[src/rtl/tlc_pkg.sv]
// Shared constants and types for the traffic-light input conditioner.
// Holds parameter defaults and the selector/value bus layout.
package tlc_pkg;

    localparam int unsigned DEF_DEBOUNCE_CYCLES = 16;
    localparam int unsigned DEF_HOLD_LIMIT      = 50_000_000;

    localparam int unsigned SEL_W = 2;
    localparam int unsigned VAL_W = 4;
    localparam int unsigned BUS_W = SEL_W + VAL_W;

    typedef struct packed {
        logic [SEL_W-1:0] sel;
        logic [VAL_W-1:0] val;
    } bus_t;

endpackage

[src/rtl/debounce_cell.sv]
// Two-flop synchronizer followed by a counter-based debouncer, WIDTH bits wide.
// Multi-bit words are compared as a whole, so the stable word only ever changes atomically.
module debounce_cell
    import tlc_pkg::*;
#(
    parameter int unsigned WIDTH           = 1,
    parameter int unsigned DEBOUNCE_CYCLES = DEF_DEBOUNCE_CYCLES,
    localparam int unsigned CntW           = $clog2(DEBOUNCE_CYCLES)
) (
    input  logic             clk_i,
    input  logic             rst_ni,
    input  logic [WIDTH-1:0] raw_i,
    output logic [WIDTH-1:0] stable_o,
    output logic [CntW-1:0]  count_o
);

    localparam logic [CntW-1:0] CntLast = CntW'(DEBOUNCE_CYCLES - 1);

    logic [WIDTH-1:0] sync1_q, sync2_q;
    logic [WIDTH-1:0] stable_q, stable_d;
    logic [CntW-1:0]  cnt_q, cnt_d;

    // The update fires at CntLast, so the count can never pass it and never wraps.
    always_comb begin
        stable_d = stable_q;
        cnt_d    = '0;
        if (sync2_q != stable_q) begin
            if (cnt_q == CntLast) begin
                stable_d = sync2_q;
                cnt_d    = '0;
            end else begin
                cnt_d = cnt_q + CntW'(1);
            end
        end
    end

    always_ff @(posedge clk_i or negedge rst_ni) begin
        if (!rst_ni) begin
            sync1_q  <= '0;
            sync2_q  <= '0;
            stable_q <= '0;
            cnt_q    <= '0;
        end else begin
            sync1_q  <= raw_i;
            sync2_q  <= sync1_q;
            stable_q <= stable_d;
            cnt_q    <= cnt_d;
        end
    end

    assign stable_o = stable_q;
    assign count_o  = cnt_q;

endmodule

[src/rtl/input_conditioner.sv]
// Synchronizes and debounces the traffic-light controller's raw inputs into clean levels/pulses.
// Optional stuck walk-button detection is compiled in with `define STUCK_DETECT_EN.
module input_conditioner
    import tlc_pkg::*;
#(
    parameter int unsigned DEBOUNCE_CYCLES = DEF_DEBOUNCE_CYCLES,
    parameter int unsigned HOLD_LIMIT      = DEF_HOLD_LIMIT
) (
    input  logic             clk,
    input  logic             Reset,
    input  logic             Sensor_Raw,
    input  logic             Walk_Button,
    input  logic             Reprogram_Button,
    input  logic [SEL_W-1:0] Selector_Raw,
    input  logic [VAL_W-1:0] Value_Raw,
    output logic             Sensor,
    output logic             Walk_Request,
    output logic             Reprogram,
    output logic [SEL_W-1:0] Time_Parameter_Selector,
    output logic [VAL_W-1:0] Time_Value,
    output logic             Walk_Stuck
);

    localparam int unsigned CntW = $clog2(DEBOUNCE_CYCLES);

    logic             sensor_stable, walk_stable, rp_stable;
    logic [BUS_W-1:0] bus_raw, bus_stable;
    logic [CntW-1:0]  sensor_cnt, walk_cnt, rp_cnt, bus_cnt;

    assign bus_raw = {Selector_Raw, Value_Raw};

    debounce_cell #(.WIDTH(1), .DEBOUNCE_CYCLES(DEBOUNCE_CYCLES)) u_sensor (
        .clk_i(clk), .rst_ni(Reset), .raw_i(Sensor_Raw),
        .stable_o(sensor_stable), .count_o(sensor_cnt)
    );

    debounce_cell #(.WIDTH(1), .DEBOUNCE_CYCLES(DEBOUNCE_CYCLES)) u_walk (
        .clk_i(clk), .rst_ni(Reset), .raw_i(Walk_Button),
        .stable_o(walk_stable), .count_o(walk_cnt)
    );

    debounce_cell #(.WIDTH(1), .DEBOUNCE_CYCLES(DEBOUNCE_CYCLES)) u_reprogram (
        .clk_i(clk), .rst_ni(Reset), .raw_i(Reprogram_Button),
        .stable_o(rp_stable), .count_o(rp_cnt)
    );

    debounce_cell #(.WIDTH(BUS_W), .DEBOUNCE_CYCLES(DEBOUNCE_CYCLES)) u_bus (
        .clk_i(clk), .rst_ni(Reset), .raw_i(bus_raw),
        .stable_o(bus_stable), .count_o(bus_cnt)
    );

    logic unused_cnt;
    assign unused_cnt = ^{sensor_cnt, walk_cnt, rp_cnt};

    logic sensor_q;
    logic walk_lvl_q, walk_lvl_d1_q, walk_req_q;
    logic rp_lvl_q, rp_lvl_d1_q, rp_q, rp_d;
    logic pending_q, pending_d;
    bus_t bus_out_q;
    logic walk_rise, rp_rise, bus_busy;

    assign walk_rise = walk_lvl_q & ~walk_lvl_d1_q;
    assign rp_rise   = rp_lvl_q & ~rp_lvl_d1_q;

    // Busy until the bus word has settled and reached the outputs, so a held
    // Reprogram pulse always lands after the new time value is visible.
    assign bus_busy = (bus_cnt != '0) || (bus_stable != bus_out_q);

    always_comb begin
        rp_d      = 1'b0;
        pending_d = pending_q;
        if (!bus_busy) begin
            rp_d      = pending_q | rp_rise;
            pending_d = 1'b0;
        end else if (rp_rise) begin
            pending_d = 1'b1;
        end
    end

    always_ff @(posedge clk or negedge Reset) begin
        if (!Reset) begin
            sensor_q      <= 1'b0;
            walk_lvl_q    <= 1'b0;
            walk_lvl_d1_q <= 1'b0;
            walk_req_q    <= 1'b0;
            rp_lvl_q      <= 1'b0;
            rp_lvl_d1_q   <= 1'b0;
            rp_q          <= 1'b0;
            pending_q     <= 1'b0;
            bus_out_q     <= '0;
        end else begin
            sensor_q      <= sensor_stable;
            walk_lvl_q    <= walk_stable;
            walk_lvl_d1_q <= walk_lvl_q;
            walk_req_q    <= walk_rise;
            rp_lvl_q      <= rp_stable;
            rp_lvl_d1_q   <= rp_lvl_q;
            rp_q          <= rp_d;
            pending_q     <= pending_d;
            bus_out_q     <= bus_stable;
        end
    end

    assign Sensor                  = sensor_q;
    assign Walk_Request            = walk_req_q;
    assign Reprogram               = rp_q;
    assign Time_Parameter_Selector = bus_out_q.sel;
    assign Time_Value              = bus_out_q.val;

`ifdef STUCK_DETECT_EN
    localparam int unsigned HoldW = $clog2(HOLD_LIMIT + 1);
    localparam logic [HoldW-1:0] HoldMax = HoldW'(HOLD_LIMIT);

    logic [HoldW-1:0] hold_q, hold_d;

    always_comb begin
        hold_d = '0;
        if (walk_lvl_q) begin
            hold_d = (hold_q == HoldMax) ? hold_q : hold_q + HoldW'(1);
        end
    end

    always_ff @(posedge clk or negedge Reset) begin
        if (!Reset) begin
            hold_q <= '0;
        end else begin
            hold_q <= hold_d;
        end
    end

    assign Walk_Stuck = walk_lvl_q && (hold_q == HoldMax);
`else
    logic unused_hold_limit;
    assign unused_hold_limit = ^HOLD_LIMIT;
    assign Walk_Stuck        = 1'b0;
`endif

endmodule

[config.mk]
export PLATFORM = sky130hd
export DESIGN_NAME = input_conditioner
export DESIGN_NICKNAME = d
export VERILOG_FILES = /design/src/rtl/tlc_pkg.sv /design/src/rtl/debounce_cell.sv /design/src/rtl/input_conditioner.sv
export SDC_FILE = /design/constraint.sdc
export NUM_CORES = 1
export LEC_CHECK = 0
export BUFFER_PORTS_ARGS = -buffer_cell sky130_fd_sc_hd__buf_2
export CAP_MARGIN = 20
export CORE_ASPECT_RATIO = 0.6
export CORE_MARGIN = 1.5
export CORE_UTILIZATION = 56
export CTS_CLUSTER_SIZE = 10
export DETAILED_ROUTE_END_ITERATION = 12
export GPL_ROUTABILITY_DRIVEN = 0
export PLACE_DENSITY_LB_ADDON = 0.1
export REMOVE_ABC_BUFFERS = 1
export SYNTH_ARGS = -nofsm -noshare
export SYNTH_HDL_FRONTEND = slang
export SYNTH_SLANG_ARGS = --single-unit
export TNS_END_PERCENT = 30
[constraint.sdc]
create_clock -name clk -period 1.45 [get_ports clk]
set_clock_uncertainty 0.05 [all_clocks]
set_input_delay 0.29 -clock clk [delete_from_list [all_inputs] [get_ports clk]]
set_output_delay 0.29 -clock clk [all_outputs]
set_load 0.01 [all_outputs]
Yosys cells after proc, flatten, opt, wreduce, memory -nomap -nowiden
Index checks and enable logic that the tools add are counted.
{"block": "word_totals", "out_inout_bits": 10, "reg_bits": 57, "inputBits": 11}
{"block": "classes", "add_sub_neg": 4, "n_eq_ne": 10, "n_mux": 11, "bitwise_logic": 5, "reduce_logical": 6}
{"operator": "2-to-1 mux 4 bit", "count": 8}
{"operator": "adder 4 x 1 -> 4 bit (second input constant)", "count": 4}
{"operator": "equality test 4 bit (second input constant)", "count": 4}
{"operator": "inequality test 6 bit", "count": 2}
{"operator": "AND reduction 2 bit", "count": 4}
{"operator": "nonzero test 4 bit", "count": 1}
{"operator": "2-to-1 mux 1 bit", "count": 3}
{"operator": "inequality test 1 bit", "count": 3}
{"operator": "bitwise AND 1 bit", "count": 2}
{"operator": "inequality test 2 bit (second input constant)", "count": 1}
{"operator": "inverter 1 bit", "count": 2}
{"operator": "logical OR 1 bit", "count": 1}
{"operator": "bitwise OR 1 bit", "count": 1}

Longest topological paths before layout
{"block": "logic_depth", "depth_word": 4, "mapped_depth": 4}

Modules after synthesis
A second synthesis with hierarchy kept.
{"block": "hier_totals", "cells_unflattened": 132, "area_unflattened_um2": 2065.7}
{"module": "debounce_cell (u_reprogram ...)", "area_per_inst_um2": 270.3, "n_inst": 3, "seq_area_each_um2": 175.2, "cells_per_inst": 18}
{"module": "debounce_cell (u_bus)", "area_per_inst_um2": 777.0, "n_inst": 1, "seq_area_each_um2": 550.5, "cells_per_inst": 48}
{"module": "input_conditioner", "area_per_inst_um2": 478.0, "n_inst": 1, "seq_area_each_um2": 350.3, "cells_per_inst": 30}

Worst setup path after synthesis
No wires, ideal clock.
{"block": "synth_timing", "path_kind": "reg-to-reg", "startpoint": "register u_bus.cnt_q[0] (netlist: u_bus.count_o[0])", "endpoint": "register u_bus.stable_q[0] (netlist: u_bus.stable_o[0])", "setup_time_ns": 0.125, "t_arrival_ns": 1.181, "path_slack_ns": 0.094, "path_stages_with_launch": 4, "path_cell_list": "dfrtp_1 > ha_1 > nand3_1 > mux2_2"}
{"block": "synth_between", "elab_chain_cells": 2}
{"item": "start, declared", "line": "debounce_cell.sv:21", "text": "logic [CntW-1:0] cnt_q, cnt_d;"}
{"item": "start signal, assigned", "line": "debounce_cell.sv:47", "text": "cnt_q <= cnt_d;"}
{"item": "equality test 4 bit", "line": "debounce_cell.sv:28", "text": "if (cnt_q == CntLast) begin"}
{"item": "AND reduction 2 bit (no source line)"}
{"item": "end signal, assigned", "line": "debounce_cell.sv:46", "text": "stable_q <= stable_d;"}
{"item": "end, declared", "line": "debounce_cell.sv:20", "text": "logic [WIDTH-1:0] stable_q, stable_d;"}
No other way between the ends.
A chain may end at the register's enable or synchronous reset.

Worst setup path after layout
{"block": "layout_timing", "startpoint": "register u_bus.cnt_q[1] (netlist: u_bus.count_o[1])", "endpoint": "register u_bus.cnt_q[3] (netlist: u_bus.count_o[3])"}
{"block": "layout_between", "elab_chain_cells": 3, "elab_cells_between_ends": 4, "classes_between": "1 x add/sub; 1 x eq/ne; 2 x mux"}
{"item": "adder 4 x 1 -> 4 bit or equality test 4 bit (tied branches)", "line": "debounce_cell.sv:32, debounce_cell.sv:28"}
{"item": "2-to-1 mux 4 bit (*)", "line": "debounce_cell.sv:28"}
{"item": "2-to-1 mux 4 bit (*)", "line": "debounce_cell.sv:27", "text": "if (sync2_q != stable_q) begin"}
{"item": "named net u_bus.cnt_d[3]", "line": "debounce_cell.sv:21"}
Mark *: on every way through the listed nets, which the timed path passes. The rest lies on a longest branch.

==> results.py <==
metrics = {
    "worst_hold_path": {
        "worstHoldPathType": "in2reg",
    },
    "setup_path": {
        "crit_chain": "ha_1, buf_4, a21oi_1, o21ai_0, a22oi_2",
        "cp.arrival_ns": 1.56,
        "cp_slowest_stage_delay_ns": 0.40,
        "worstSetupEndpointType": "register",
        "critPathMaxFanout": 3,
        "cp.required_ns": 1.65,
        "critPathLaunchType": "register",
        "crit_slowest_cell": "dfrtp_1",
        "crit_type": "reg2reg",
    },
    "clock_tree": {
        "clock-sinks": 57,
        "tritoncts": "built",
        "clk_pin_slew_ns": 0.06,
        "cts_buffers": 9,
        "post_cts_buffers": 0,
        "clock_latency_ns": 0.33,
        "root_buffer": "clkbuf_8",
        "clock_path_buffers": 2,
        "ctsHtreeMaxLevel": 3,
    },
    "synth": {
        "yosysWarnings": 0,
        "synth_top_cell_area_share_pct": 69.3,
        "ys_types": 24,
        "syn-cell-area_um2": 2060,
        "ys_seq_area_share_pct": 69.3,
        "synth_commonest_cells": "dfrtp_1, xnor2_1, a21oi_1",
        "ys_top_cells_by_area": "dfrtp_1, xnor2_1, mux2_2",
        "synth_seq_cells": 57,
        "synth.most_common_cell": "dfrtp_1",
        "synth_edf_count": 0,
        "synth_top_area_cell": "dfrtp_1",
        "synth.avg_cell_area_um2": 14.6,
        "synth-main-ff-cell": "dfrtp_1",
        "syn_inst": 141,
        "async_flop_share_pct": 100,
    },
    "placed_design": {
        "numPortBuffers": 19,
        "pre_cts_slack_ns": 0.0356,
        "dp_hpwl_mm": 2.18,
        "detailed_place.area_um2": 2260,
    },
    "power": {
        "vdd_drop_max_mv": 1.15,
        "p_total_mw": 4.68,
        "power_density_nw_per_um2": 1820,
        "power_leakage_nw": 1.19,
    },
    "run": {
        "maxCapViolCount": 0,
    },
    "cells_and_area": {
        "nets": 198,
        "regArea_um2": 1430,
        "drive_gt1_share_pct": 28.9,
        "syn2layout_area_growth_pct": 25.0,
        "final_area_um2": 2570,
        "multiInputGateArea_um2": 602,
        "fillers": 194,
        "n_antenna_cell": 0,
    },
    "routing": {
        "drt_iter0_markers": 32,
        "wire_per_inst_um": 13.8,
        "viasPerCell": 5.01,
        "first_pass_iters": 4,
        "drc": 0,
        "ant_nets": 0,
        "vias": 1162,
        "routed_wl_mm": 3.19,
    },
    "grt": {
        "grt.overflow.total": 0,
        "grt_pass1_wl_mm": 5.22,
        "grt_max_degree": 23,
        "grt_pass1_vias": 1187,
        "grt_usage_pct": 18.9,
        "grt_antenna_before_repair": 0,
    },
    "timing": {
        "finalSetupViolations": 0,
        "period_needed_ns": 1.36,
        "slew_viol_final": 0,
        "fmax_ghz": 0.735,
        "setup_slack_ns": 0.0887,
        "whs_ns": 0.0169,
        "rsz0062_at_grt": "no",
        "finalHoldViolCount": 0,
        "final.setup.tns_ns": 0,
        "post-route-period-util_pct": 93.9,
    },
    "floorplanning": {
        "rows": 16,
        "initial_core_util_pct": 60.8,
        "core_area_um2": 3380,
        "ios": 21,
        "die_h_um": 49.9,
        "fp.dieW_um": 81.2,
        "die_area_um2": 4060,
    },
    "status": {
        "status": "complete, no violations",
    },
}
## routing by layer
metal	global-route usage (%)	vias to the layer above	wire, um
met5	0	-	0
met4	6.03	0	37
met3	11.1	7	208
met2	29.4	33	1530
met1	21.9	562	1420
li1	-	560	-
## worst max-delay path, delay by kind of cell (launching register included)
kind | cells | cell delay, ns
compound gates | 3 | 0.46
flops | 1 | 0.40
fa+ha+maj | 1 | 0.22
buf+inv | 1 | 0.15
## stage by stage
| step | instances | util [%] |
|---|---|---|
| detailed placement | 208 | 66.7 |
| CTS | 227 | 74.4 |
| global placement | 208 | 66.7 |
| finish | 232 | 76.0 |
| floorplan | 140 | - |
| global route | 232 | 76.0 |
## placed cells by master, fill, tap and decap left out, types with 2 or more instances in the layout
cell type and n:
xnor2_1 13, inv_2 3, buf_4 2, xor2_1 6, clkbuf_8 11, o21ai_0 4, mux2_2 9, dfrtp_1 57
nor2b_1 4, nor3b_1 3, ha_1 5, a21oi_1 10, buf_2 19, nand4_1 2, bufinv_16 2, clkinvlp_4 2
nand4b_1 3, nand3_1 3, dlygate4sd3_1 8, buf_12 2, inv_1 4, nor2_1 5
## report_power, final
group | internal [mW] | switching (mW)
clock | 1.06 | 0.595
combinational | 0.466 | 0.450
sequential | 1.86 | 0.254
## path summary, 6_finish.rpt
kind                       cells after the start                              endpoint                        from  slack, ns
setup / recovery                               5            u_bus.count_o[3]$_DFF_PN0_  u_bus.count_o[1]$_DFF_PN0_       0.09
min in group asynchronous                      2  Time_Parameter_Selector[0]$_DFF_PN0_                       Reset       0.37
hold reg to reg                                0            u_bus.sync2_q[5]$_DFF_PN0_  u_bus.sync1_q[5]$_DFF_PN0_       0.30
setup reg to reg                               5            u_bus.count_o[3]$_DFF_PN0_  u_bus.count_o[1]$_DFF_PN0_       0.09
max in group asynchronous                      3               Time_Value[0]$_DFF_PN0_                       Reset       0.54
hold / removal                                 1            u_bus.sync1_q[3]$_DFF_PN0_                Value_Raw[3]       0.02
## repair_timing
action / in CTS / in global routing
resized for setup: 0 / 1
hold buffers: 3 / 5
endpoints found under the setup margin: 0 / 7
hold endpoints to repair: 16 / 5
## registers in the layout, summed over array words and instances, names as in the netlist, 2 cells and up
| signal | cells |
|---|---|
| u_reprogram.count_o | 4 |
| u_bus.sync2_q | 6 |
| Time_Parameter_Selector | 2 |
| u_bus.stable_o | 6 |
| u_walk.count_o | 4 |
| u_sensor.count_o | 4 |
| u_bus.sync1_q | 6 |
| Time_Value | 4 |
| u_bus.count_o | 4 |
## cell families after synthesis
kind of cell               share of synthesized area (%)
AOI/OAI and AO/OA                                   4.87
xor gates and xnor gates                            8.09
adders and majority gates                           3.04
buffers and inverters                               1.64
DFF                                                 69.3
muxes                                               4.93
other                                              0.182
and+or+nand+nor                                     7.91
## final cells by class
class,count,share of cell area (%)
well taps,45,2.19
multi-input cells,76,23.4
clock inverters,4,2.92
inverters,7,1.02
flip-flops and latches,57,55.5
repair buffers,31,8.95
clock buffers,12,6.03
No activity file was read; power rests on OpenSTA's default activity.
